File: config.mk
export PLATFORM = sky130hd
export DESIGN_NAME = sram_fifo_ctrl
export DESIGN_NICKNAME = d
export VERILOG_FILES = /design/src/rtl/sram_fifo_pkg.sv /design/src/rtl/sram_fifo_ctrl_skid.sv /design/src/rtl/sram_fifo_ctrl.sv
export SDC_FILE = /design/constraint.sdc
export NUM_CORES = 1
export LEC_CHECK = 0
export ABC_AREA = 1
export BUFFER_PORTS_ARGS = -buffer_cell sky130_fd_sc_hd__buf_2
export CAP_MARGIN = 20
export CORE_UTILIZATION = 45
export DETAILED_ROUTE_END_ITERATION = 7
export GPL_ROUTABILITY_DRIVEN = 0
export MAX_ROUTING_LAYER = met4
export PLACE_DENSITY = 0.81
export SYNTH_ARGS = -nofsm -noshare
export SYNTH_HDL_FRONTEND = slang
export SYNTH_SLANG_ARGS = --single-unit
export TNS_END_PERCENT = 5
File: constraint.sdc
create_clock -name clk -period 3.5 [get_ports clk]
set_input_delay 0.175 -clock clk [delete_from_list [all_inputs] [get_ports clk]]
set_output_delay 0.175 -clock clk [all_outputs]
set_load 0.03 [all_outputs]
File: src/rtl/sram_fifo_pkg.sv
// Shared defaults and helpers for the SRAM-backed FWFT FIFO controller.
// The optional overflow flag is enabled with FIFO_CTRL_ERR_FLAG_EN.
package sram_fifo_pkg;

    localparam int DATA_WIDTH_DEF  = 16;
    localparam int ADDR_WIDTH_DEF  = 7;
    localparam int DEPTH_DEF       = 128;

    // level spans SRAM words plus one in-flight read plus two skid entries
    localparam int LEVEL_EXTRA     = 2;
    localparam int LEVEL_WIDTH_DEF = ADDR_WIDTH_DEF + LEVEL_EXTRA;

    // Pointer advance with wrap at DEPTH-1; DEPTH need not be a power of two.
    function automatic logic [31:0] ptr_next(input logic [31:0] p, input int depth);
        return (p == 32'(depth - 1)) ? 32'd0 : p + 32'd1;
    endfunction

endpackage

File: src/rtl/sram_fifo_ctrl_skid.sv
// Two-entry output skid: absorbs the SRAM read latency so the head word
// is presented combinationally and one pop per cycle is sustained.
module fifo_out_skid #(
    parameter int DATA_WIDTH = 16
) (
    input  logic                  clk,
    input  logic                  rst,
    input  logic                  flush,
    input  logic                  load,
    input  logic [DATA_WIDTH-1:0] load_data,
    input  logic                  pop,
    output logic                  valid,
    output logic [DATA_WIDTH-1:0] data,
    output logic [1:0]            cnt
);

    logic [DATA_WIDTH-1:0] head;
    logic [DATA_WIDTH-1:0] tail;

    always_ff @(posedge clk or posedge rst) begin
        if (rst) begin
            cnt  <= 2'd0;
            head <= '0;
            tail <= '0;
        end else if (flush) begin
            cnt  <= 2'd0;
            head <= '0;
            tail <= '0;
        end else begin
            unique case ({load, pop})
                2'b10: begin
                    if (cnt == 2'd0) head <= load_data;
                    else             tail <= load_data;
                    cnt <= cnt + 2'd1;
                end
                2'b01: begin
                    head <= tail;
                    cnt  <= cnt - 2'd1;
                end
                2'b11: begin
                    // with one entry the incoming word becomes the new head directly
                    if (cnt == 2'd1) begin
                        head <= load_data;
                    end else begin
                        head <= tail;
                        tail <= load_data;
                    end
                end
                default: ;
            endcase
        end
    end

    assign valid = (cnt != 2'd0);
    assign data  = head;

endmodule

File: src/rtl/sram_fifo_ctrl.sv
// First-word-fall-through FIFO controller sequencing an external single-clock SRAM.
// Define FIFO_CTRL_ERR_FLAG_EN to add the sticky overflow flag and saturating counter.
module sram_fifo_ctrl
    import sram_fifo_pkg::*;
#(
    parameter int DATA_WIDTH = DATA_WIDTH_DEF,
    parameter int ADDR_WIDTH = ADDR_WIDTH_DEF,
    parameter int DEPTH      = DEPTH_DEF
) (
    input  logic                              clk,
    input  logic                              rst,
    input  logic                              flush,
    input  logic                              in_valid,
    output logic                              in_ready,
    input  logic [DATA_WIDTH-1:0]             in_data,
    output logic                              out_valid,
    input  logic                              out_ready,
    output logic [DATA_WIDTH-1:0]             out_data,
    output logic [ADDR_WIDTH+LEVEL_EXTRA-1:0] level,
    output logic                              sram_wr_en,
    output logic [ADDR_WIDTH-1:0]             sram_wr_ptr,
    output logic [DATA_WIDTH-1:0]             sram_data_in,
    output logic                              sram_rd_en,
    output logic [ADDR_WIDTH-1:0]             sram_rd_ptr,
    input  logic [DATA_WIDTH-1:0]             sram_data_out
`ifdef FIFO_CTRL_ERR_FLAG_EN
    ,
    output logic                              err_ovf,
    output logic [15:0]                       err_ovf_cnt
`endif
);

    localparam int LW = ADDR_WIDTH + LEVEL_EXTRA;
    localparam int CW = ADDR_WIDTH + 1;

    logic [ADDR_WIDTH-1:0] wr_ptr;
    logic [ADDR_WIDTH-1:0] rd_ptr;
    logic [CW-1:0]         mem_cnt;
    logic                  inflight;
    logic [1:0]            skid_cnt;
    logic                  push;
    logic                  pop;
    logic                  issue;
    logic [2:0]            held_out;

    // Handshake: a word moves on a side only in a cycle where that side's
    // valid and ready are both high at the rising edge; flush cancels both.
    assign in_ready = (mem_cnt < CW'(DEPTH));
    assign push     = in_valid && in_ready && !flush;
    assign pop      = out_valid && out_ready && !flush;

    // Prefetch only while the skid, counting the read already in flight, has room.
    assign held_out = 3'(skid_cnt) + 3'(inflight);
    assign issue    = (mem_cnt != '0) && (held_out < (3'd2 + 3'(pop))) && !flush;

    always_ff @(posedge clk or posedge rst) begin
        if (rst) begin
            wr_ptr   <= '0;
            rd_ptr   <= '0;
            mem_cnt  <= '0;
            inflight <= 1'b0;
        end else if (flush) begin
            wr_ptr   <= '0;
            rd_ptr   <= '0;
            mem_cnt  <= '0;
            inflight <= 1'b0;
        end else begin
            if (push)  wr_ptr <= ADDR_WIDTH'(ptr_next(32'(wr_ptr), DEPTH));
            if (issue) rd_ptr <= ADDR_WIDTH'(ptr_next(32'(rd_ptr), DEPTH));
            unique case ({push, issue})
                2'b10:   mem_cnt <= mem_cnt + CW'(1);
                2'b01:   mem_cnt <= mem_cnt - CW'(1);
                default: ;
            endcase
            inflight <= issue;
        end
    end

    fifo_out_skid #(
        .DATA_WIDTH (DATA_WIDTH)
    ) u_skid (
        .clk       (clk),
        .rst       (rst),
        .flush     (flush),
        .load      (inflight),
        .load_data (sram_data_out),
        .pop       (pop),
        .valid     (out_valid),
        .data      (out_data),
        .cnt       (skid_cnt)
    );

    assign level        = LW'(mem_cnt) + LW'(inflight) + LW'(skid_cnt);
    assign sram_wr_en   = push;
    assign sram_wr_ptr  = wr_ptr;
    assign sram_data_in = in_data;
    assign sram_rd_en   = issue;
    assign sram_rd_ptr  = rd_ptr;

`ifdef FIFO_CTRL_ERR_FLAG_EN
    always_ff @(posedge clk or posedge rst) begin
        if (rst) begin
            err_ovf     <= 1'b0;
            err_ovf_cnt <= '0;
        end else if (flush) begin
            err_ovf     <= 1'b0;
            err_ovf_cnt <= '0;
        end else if (in_valid && !in_ready) begin
            err_ovf <= 1'b1;
            if (err_ovf_cnt != 16'hffff) err_ovf_cnt <= err_ovf_cnt + 16'd1;
        end
    end
`endif

endmodule

# Word level (Yosys, flattened, before mapping)
# Index checks and enable logic that the tools add are counted.
# op_classes
n_addsub,10
order_cmp,2
n_eq_ne,11
muxes,19
reduce_logical,18
# ops
op,n
two-way mux 16 bit,6
case mux 16 bit (3 select lines),1
two-way mux 7 bit,6
case mux 16 bit (2 select lines),1
case mux 8 bit (2 select lines),1
"adder 7 x 1 -> 7 bit, second input constant",2
"== test 7 bit, second input constant",2
adder 8 x 1 -> 9 bit,1
adder 9 x 2 -> 9 bit,1
nonzero test 3 bit,3
"adder 8 x 1 -> 8 bit, second input constant",1
"less-than comparator 8 bit, second input constant",1
two-way mux 8 bit,1
nonzero test 8 bit,1
"subtractor 8 x 1 -> 8 bit, second input constant",1
"== test 2 x 1 -> 1 bit, second input constant",3
"== test 2 bit, second input constant",3
logical AND 1 bit,6
"inequality test 3 bit, second input constant",2
nonzero test 2 bit,3
case mux 2 bit (2 select lines),1
nonzero test 4 bit,1
adder 2 x 1 -> 3 bit,1
"adder 2 x 1 -> 3 bit, first input constant",1
10 further kinds,10
# totals
ff_bits,57
input_bits,37
out_inout_bits,59

# Longest topological paths before layout
# depth
word_depth,10
ltp_mapped,17
mapped_depth_nobuf,17

# Cells and area by module
# A second synthesis with hierarchy kept.
# unflattened
hier_cells,448
hier_area_um2,3631.0
# by_module_without_submodules
module,n_inst,cells_per_inst,area_each_um2,seq_area_each_um2
sram_fifo_ctrl,1,219,1820.5,575.6
fifo_out_skid,1,229,1810.5,850.8

# Worst setup path before layout
# No wires, ideal clock.
# synth_timing
kind,reg-to-reg
startpoint,reg u_skid.cnt[1]
endpoint,reg mem_cnt[5]
setup_time_ps,123
arrival_ps,2251
required_time_ps,3377
path_slack_ps,1127
path_stages_with_launch,14
n_path_buf,0
path_cell_list,dfrtp_1 > inv_1 > ha_1 > inv_2 > nand4_1 > nand2_2 > nand3_1 > inv_1 > ha_1 > nand3_1 > nand3_1 > a21oi_1 > xor2_1 > o21ai_1
# synth_via
elab_chain_len,10
# synth_rtl
item,line_no,source
from (decl),sram_fifo_ctrl_skid.sv:14,output logic [1:0] cnt
from (signal assigned),sram_fifo_ctrl_skid.sv:34,cnt <= cnt + 2'd1;
from (signal assigned),sram_fifo_ctrl_skid.sv:38,cnt <= cnt - 2'd1;
nonzero test 2 bit (*),sram_fifo_ctrl_skid.sv:54,assign valid = (cnt != 2'd0);
net out_valid,sram_fifo_ctrl.sv:16,"output logic out_valid,"
logical AND 1 bit (*) (2 in series),sram_fifo_ctrl.sv:50,assign pop = out_valid && out_ready && !flush;
adder 2 x 1 -> 3 bit (*),sram_fifo_ctrl.sv:54,assign issue = (mem_cnt != '0) && (held_out < (3'd2 + 3'(pop))) && !flush;
less-than comparator 3 bit (*),sram_fifo_ctrl.sv:54,
logical AND 1 bit (*) (2 in series),sram_fifo_ctrl.sv:54,
== test 2 x 1 -> 1 bit / == test 2 bit (equally long branches),sram_fifo_ctrl.sv:70,"unique case ({push, issue})"
case mux 8 bit (2 select lines),sram_fifo_ctrl.sv:70,
two-way mux 8 bit,sram_fifo_ctrl.sv:62,end else if (flush) begin
to (signal assigned),sram_fifo_ctrl.sv:71,2'b10: mem_cnt <= mem_cnt + CW'(1);
to (signal assigned),sram_fifo_ctrl.sv:72,2'b01: mem_cnt <= mem_cnt - CW'(1);
to (decl),sram_fifo_ctrl.sv:38,logic [CW-1:0] mem_cnt;
# The timed path passes the listed nets; every way through them passes the cells marked *.
# A chain may end at the register's enable or synchronous reset.

# Final worst setup path
# layout_timing
startpoint,reg mem_cnt[0]
endpoint,out level[7]
# layout_via
elab_chain_len,2
# layout_rtl
item,line_no,source
adder 8 x 1 -> 9 bit,sram_fifo_ctrl.sv:93,assign level = LW'(mem_cnt) + LW'(inflight) + LW'(skid_cnt);
adder 9 x 2 -> 9 bit,sram_fifo_ctrl.sv:93,
to (decl),sram_fifo_ctrl.sv:19,"output logic [ADDR_WIDTH+LEVEL_EXTRA-1:0] level,"
# No other way between the ends.

==> impl_results.rst <==
.. list-table::
   :header-rows: 1

   * - Metric
     - Value
   * - Status
     - finished, final reports clean
   * - CTS Root Buffer Type
     - sky130_fd_sc_hd__clkbuf_8
   * - Mean area per synthesized cell
     - about 8 sq um
   * - TritonCTS buffer count
     - 9
   * - Sequential cell fraction of total power
     - 31.6%
   * - Leakage power of the design
     - around 2.1 nW
   * - Nature of the critical path startpoint
     - flip-flop
   * - Setup repair after global routing missed its margin
     - false
   * - Final HPWL from detailed placement
     - ~4900 um
   * - Launching instance or port of the critical path
     - mem_cnt[0]
   * - Drt first pass iters
     - 6
   * - Placed insts
     - ~540
   * - Core area
     - approximately 7000 sq um
   * - Post-Synthesis Net Count
     - about 460
   * - Transition time at the pin with the least slew margin
     - slightly below 1000 ps
   * - Start point of the worst hold path
     - sram_data_out[15]
   * - Relative slew slack
     - about a third
   * - Final Max Tran Viols
     - 0
   * - Proportion of netlist area held by the largest area contributor
     - a little over two fifths
   * - Clock share of power
     - between 10% and 20%
   * - H-tree lvl count
     - 3
   * - Type of the worst setup path
     - flip-flop to output pin
   * - Remaining number of nets flagged by the antenna check after routing
     - 0
   * - Leading post-synthesis cells by cell area
     - sky130_fd_sc_hd__dfrtp_1, sky130_fd_sc_hd__nand2_1, sky130_fd_sc_hd__inv_1
   * - Logic gate share of total power
     - approximately half
   * - Starting density of the core
     - a little under half
   * - Post_cts resized
     - 0
   * - Total of fill cells in the finished design
     - approximately 650
   * - Initial antenna violation count
     - 0
   * - Worst-case vdd ir drop
     - about 0.00034 V
   * - Remaining routing DRC violations
     - 0
   * - Die boundary width
     - roughly 90 um
   * - Floorplan die area
     - between 7000 and 8000 sq um
   * - Count of standard-cell rows
     - 30
   * - Max Clock Skew
     - approximately 8.6 ps
   * - Share of the cycle needed by the critical path after routing
     - 74.0%
   * - Aggregate routed wire length
     - between 6000 and 7000 um
   * - Count of state elements after synthesis
     - 57
   * - Post-Syn Area
     - approximately 3300 sq um
   * - Average routed wire per standard cell
     - about 12 um
   * - Maximum Capacitance Violations
     - 0
   * - Net switching power
     - between 1 and 1.5 mW
   * - Max Clk Rate
     - 0.386 GHz
   * - # setup viols final
     - 0
   * - Highest fanout seen on the critical path
     - 6
   * - Count of unique library cells instantiated by Yosys
     - 32
   * - Inserted Diodes
     - 0
   * - Combined area of the multi-input logic cells
     - ~1500 sq um
   * - Floorplan die height
     - 87.8 um
   * - Later-pin clock latency in the skew report
     - around 340 ps
   * - Share of layout cells above drive strength 1
     - about a fifth
   * - Nature of the critical path endpoint
     - output pin
   * - Number of instances in the synthesized netlist
     - just over 400
   * - Count of boundary I/O pins
     - 96
   * - CTS tree
     - done
   * - Net switching fraction of the power
     - between 40 and 50%
   * - Maximum number of pins on one net before global-route repair
     - 43
   * - Data required, critical path
     - roughly 3300 ps
   * - Launch point of the worst reg-to-reg path
     - inflight
   * - Clock Path Buffers
     - 2
   * - Number of DRC markers after the initial detailed-route iteration
     - approximately 180
   * - Number of synthesis warnings
     - 0
   * - Leading cell type in the layout, fill and taps excluded
     - sky130_fd_sc_hd__nand2_1
   * - Worst R2R Path Depth
     - 11
   * - Commonest cells after routing, fill and taps aside
     - sky130_fd_sc_hd__nand2_1, sky130_fd_sc_hd__buf_2, sky130_fd_sc_hd__inv_1, sky130_fd_sc_hd__dfrtp_1, sky130_fd_sc_hd__nand3_1
   * - PortBufs
     - 63
   * - Total via count in the routed design
     - around 2900
   * - WP data arrival
     - 2410 ps
   * - Fin crit period
     - around 2600 ps
   * - Worst setup slack for register-to-register paths
     - between 900 and 1000 ps
   * - Destination of the worst register-to-register timing path
     - mem_cnt[4]
   * - Total negative slack for setup checks
     - 0 ps
   * - Final Hold Vio Count
     - 0
   * - Sequential cell area
     - 1430 sq um
   * - Setup Fix Bufs, Post-CTS
     - 0
   * - Fin nets
     - about 500
   * - Largest area contributor in the synthesized netlist
     - sky130_fd_sc_hd__dfrtp_1
   * - Internal power component
     - between 1.5 and 2 mW
   * - Global-route wire length before repair
     - roughly 12000 um
   * - Tightest Hold Check Type
     - primary input to flip-flop
   * - Aggregate global-route resource usage
     - between 20% and 30%
   * - Layout Area Growth over Synthesis
     - 15.2%
   * - Via count of the first global-routing pass
     - around 2500
   * - Share of the yosys chip area belonging to registers
     - approximately 43%
   * - Clock input transition at the sequential cells of the worst setup and hold paths
     - roughly 70 ps
   * - Vias/cell
     - between 5 and 6
   * - Sinks on Clock Net
     - 57
   * - Critical Path Sink
     - level[7]
   * - Power per unit of standard cell area
     - 825 nW/um^2
   * - Post-Layout Cell Count
     - about 560
   * - GR Overflow Total
     - 0
[metal layers]
metal / global-route usage (%) / up-vias / part of all wire, %
met1: 24.3 / 1360 / 45
met4: 7.00 / 0 / 1.5
li1: - / 1414 / -
met5: - / - / 0
met2: 31.9 / 80 / 49
met3: 6.69 / 9 / 4.7
[logic make-up (layout without fill, tap and decap cells)]
kind of cell	after synthesis	after routing	share of synthesized area (%)
AOI/OAI and AO/OA	74	74	12.8
xor gates and xnor gates	17	17	4.50
and+or+nand+nor	151	151	20.5
DFF	57	57	43.1
adders and majority gates	16	16	6.73
buffers and inverters	91	147	12.4
[Yosys cell counts (all sizes together)]
library cell	instances
a21o	2
a21oi	15
a22o	2
a22oi	1
a31oi	1
and3	1
buf	25
clkbuf	2
dfrtp	57
fa	3
ha	13
inv	64
nand2	68
nand3	40
nand4	7
nor2	34
nor3b	1
o211ai	1
o21ai	31
o21bai	1
o221ai	1
o22ai	19
xnor2	5
xor2	12
[repair_timing]
item,in CTS,in global routing
setup endpoints to repair,0,0
endpoints found under the hold margin,25,0
hold buffers,1,0
[power groups by stage]
stage | registers (mW) | clock network (mW) | logic [mW]
detailed placement | 1.00 | 0 | 1.53
floorplan | 1.12 | 0 | 1.06
CTS | 0.993 | 0.642 | 1.54
finish | 0.993 | 0.627 | 1.53
global route | 1.02 | 0.675 | 1.69
global placement | 0.993 | 0 | 1.49
[per-stage QoR]
| stage | instance area, sq um | hold slack, ps | power, mW | utilization (%) | setup slack, ps |
|---|---|---|---|---|---|
| after floorplan | 3310 | 318 | 2.18 | - | 1130 |
| after global placement | 3600 | 257 | 2.49 | 51.8 | 1080 |
| after detailed placement | 3600 | 254 | 2.53 | 51.8 | 980 |
| after CTS | 3810 | 69.8 | 3.17 | 54.9 | 888 |
| after global routing | 3810 | 66.8 | 3.39 | 54.9 | 691 |
| final | 3810 | 78.0 | 3.15 | 54.9 | 912 |
[cell type report]
class,count,area share [%]
clock buffer,11,3.97
clock inverter,5,1.41
inverter,64,6.30
multi-input combinational,258,38.6
sequential,57,37.4
tap,96,3.15
timing repair buffer,67,9.12
[worst min-delay path by stage]
stage | endpoint | slack [ps] | cells after the start
after floorplan | u_skid.tail[0] | 320 | 2
after global placement | sram_rd_ptr[5] | 260 | 2
after detailed placement | sram_rd_ptr[5] | 250 | 2
after CTS | u_skid.tail[1] | 70 | 3
after global routing | u_skid.tail[15] | 70 | 3
final | u_skid.tail[15] | 80 | 3
[flip-flops by register name, summed over array words and instances (netlist names)]
register and cells:
inflight 1, sram_wr_ptr 7, u_skid.data 16, u_skid.cnt 2, mem_cnt 8, u_skid.tail 16, sram_rd_ptr 7
[critical path: stages, from the launching register on]
cell and delay (ps):
sky130_fd_sc_hd__dfrtp_1 470, sky130_fd_sc_hd__inv_1 100, sky130_fd_sc_hd__fa_1 410, sky130_fd_sc_hd__inv_1 90, sky130_fd_sc_hd__a21o_1 130, sky130_fd_sc_hd__nand2_1 80
sky130_fd_sc_hd__nor3b_1 300, sky130_fd_sc_hd__nand3_1 130, sky130_fd_sc_hd__xor2_1 150, sky130_fd_sc_hd__buf_2 210
Power figures use the tool's default switching activity.
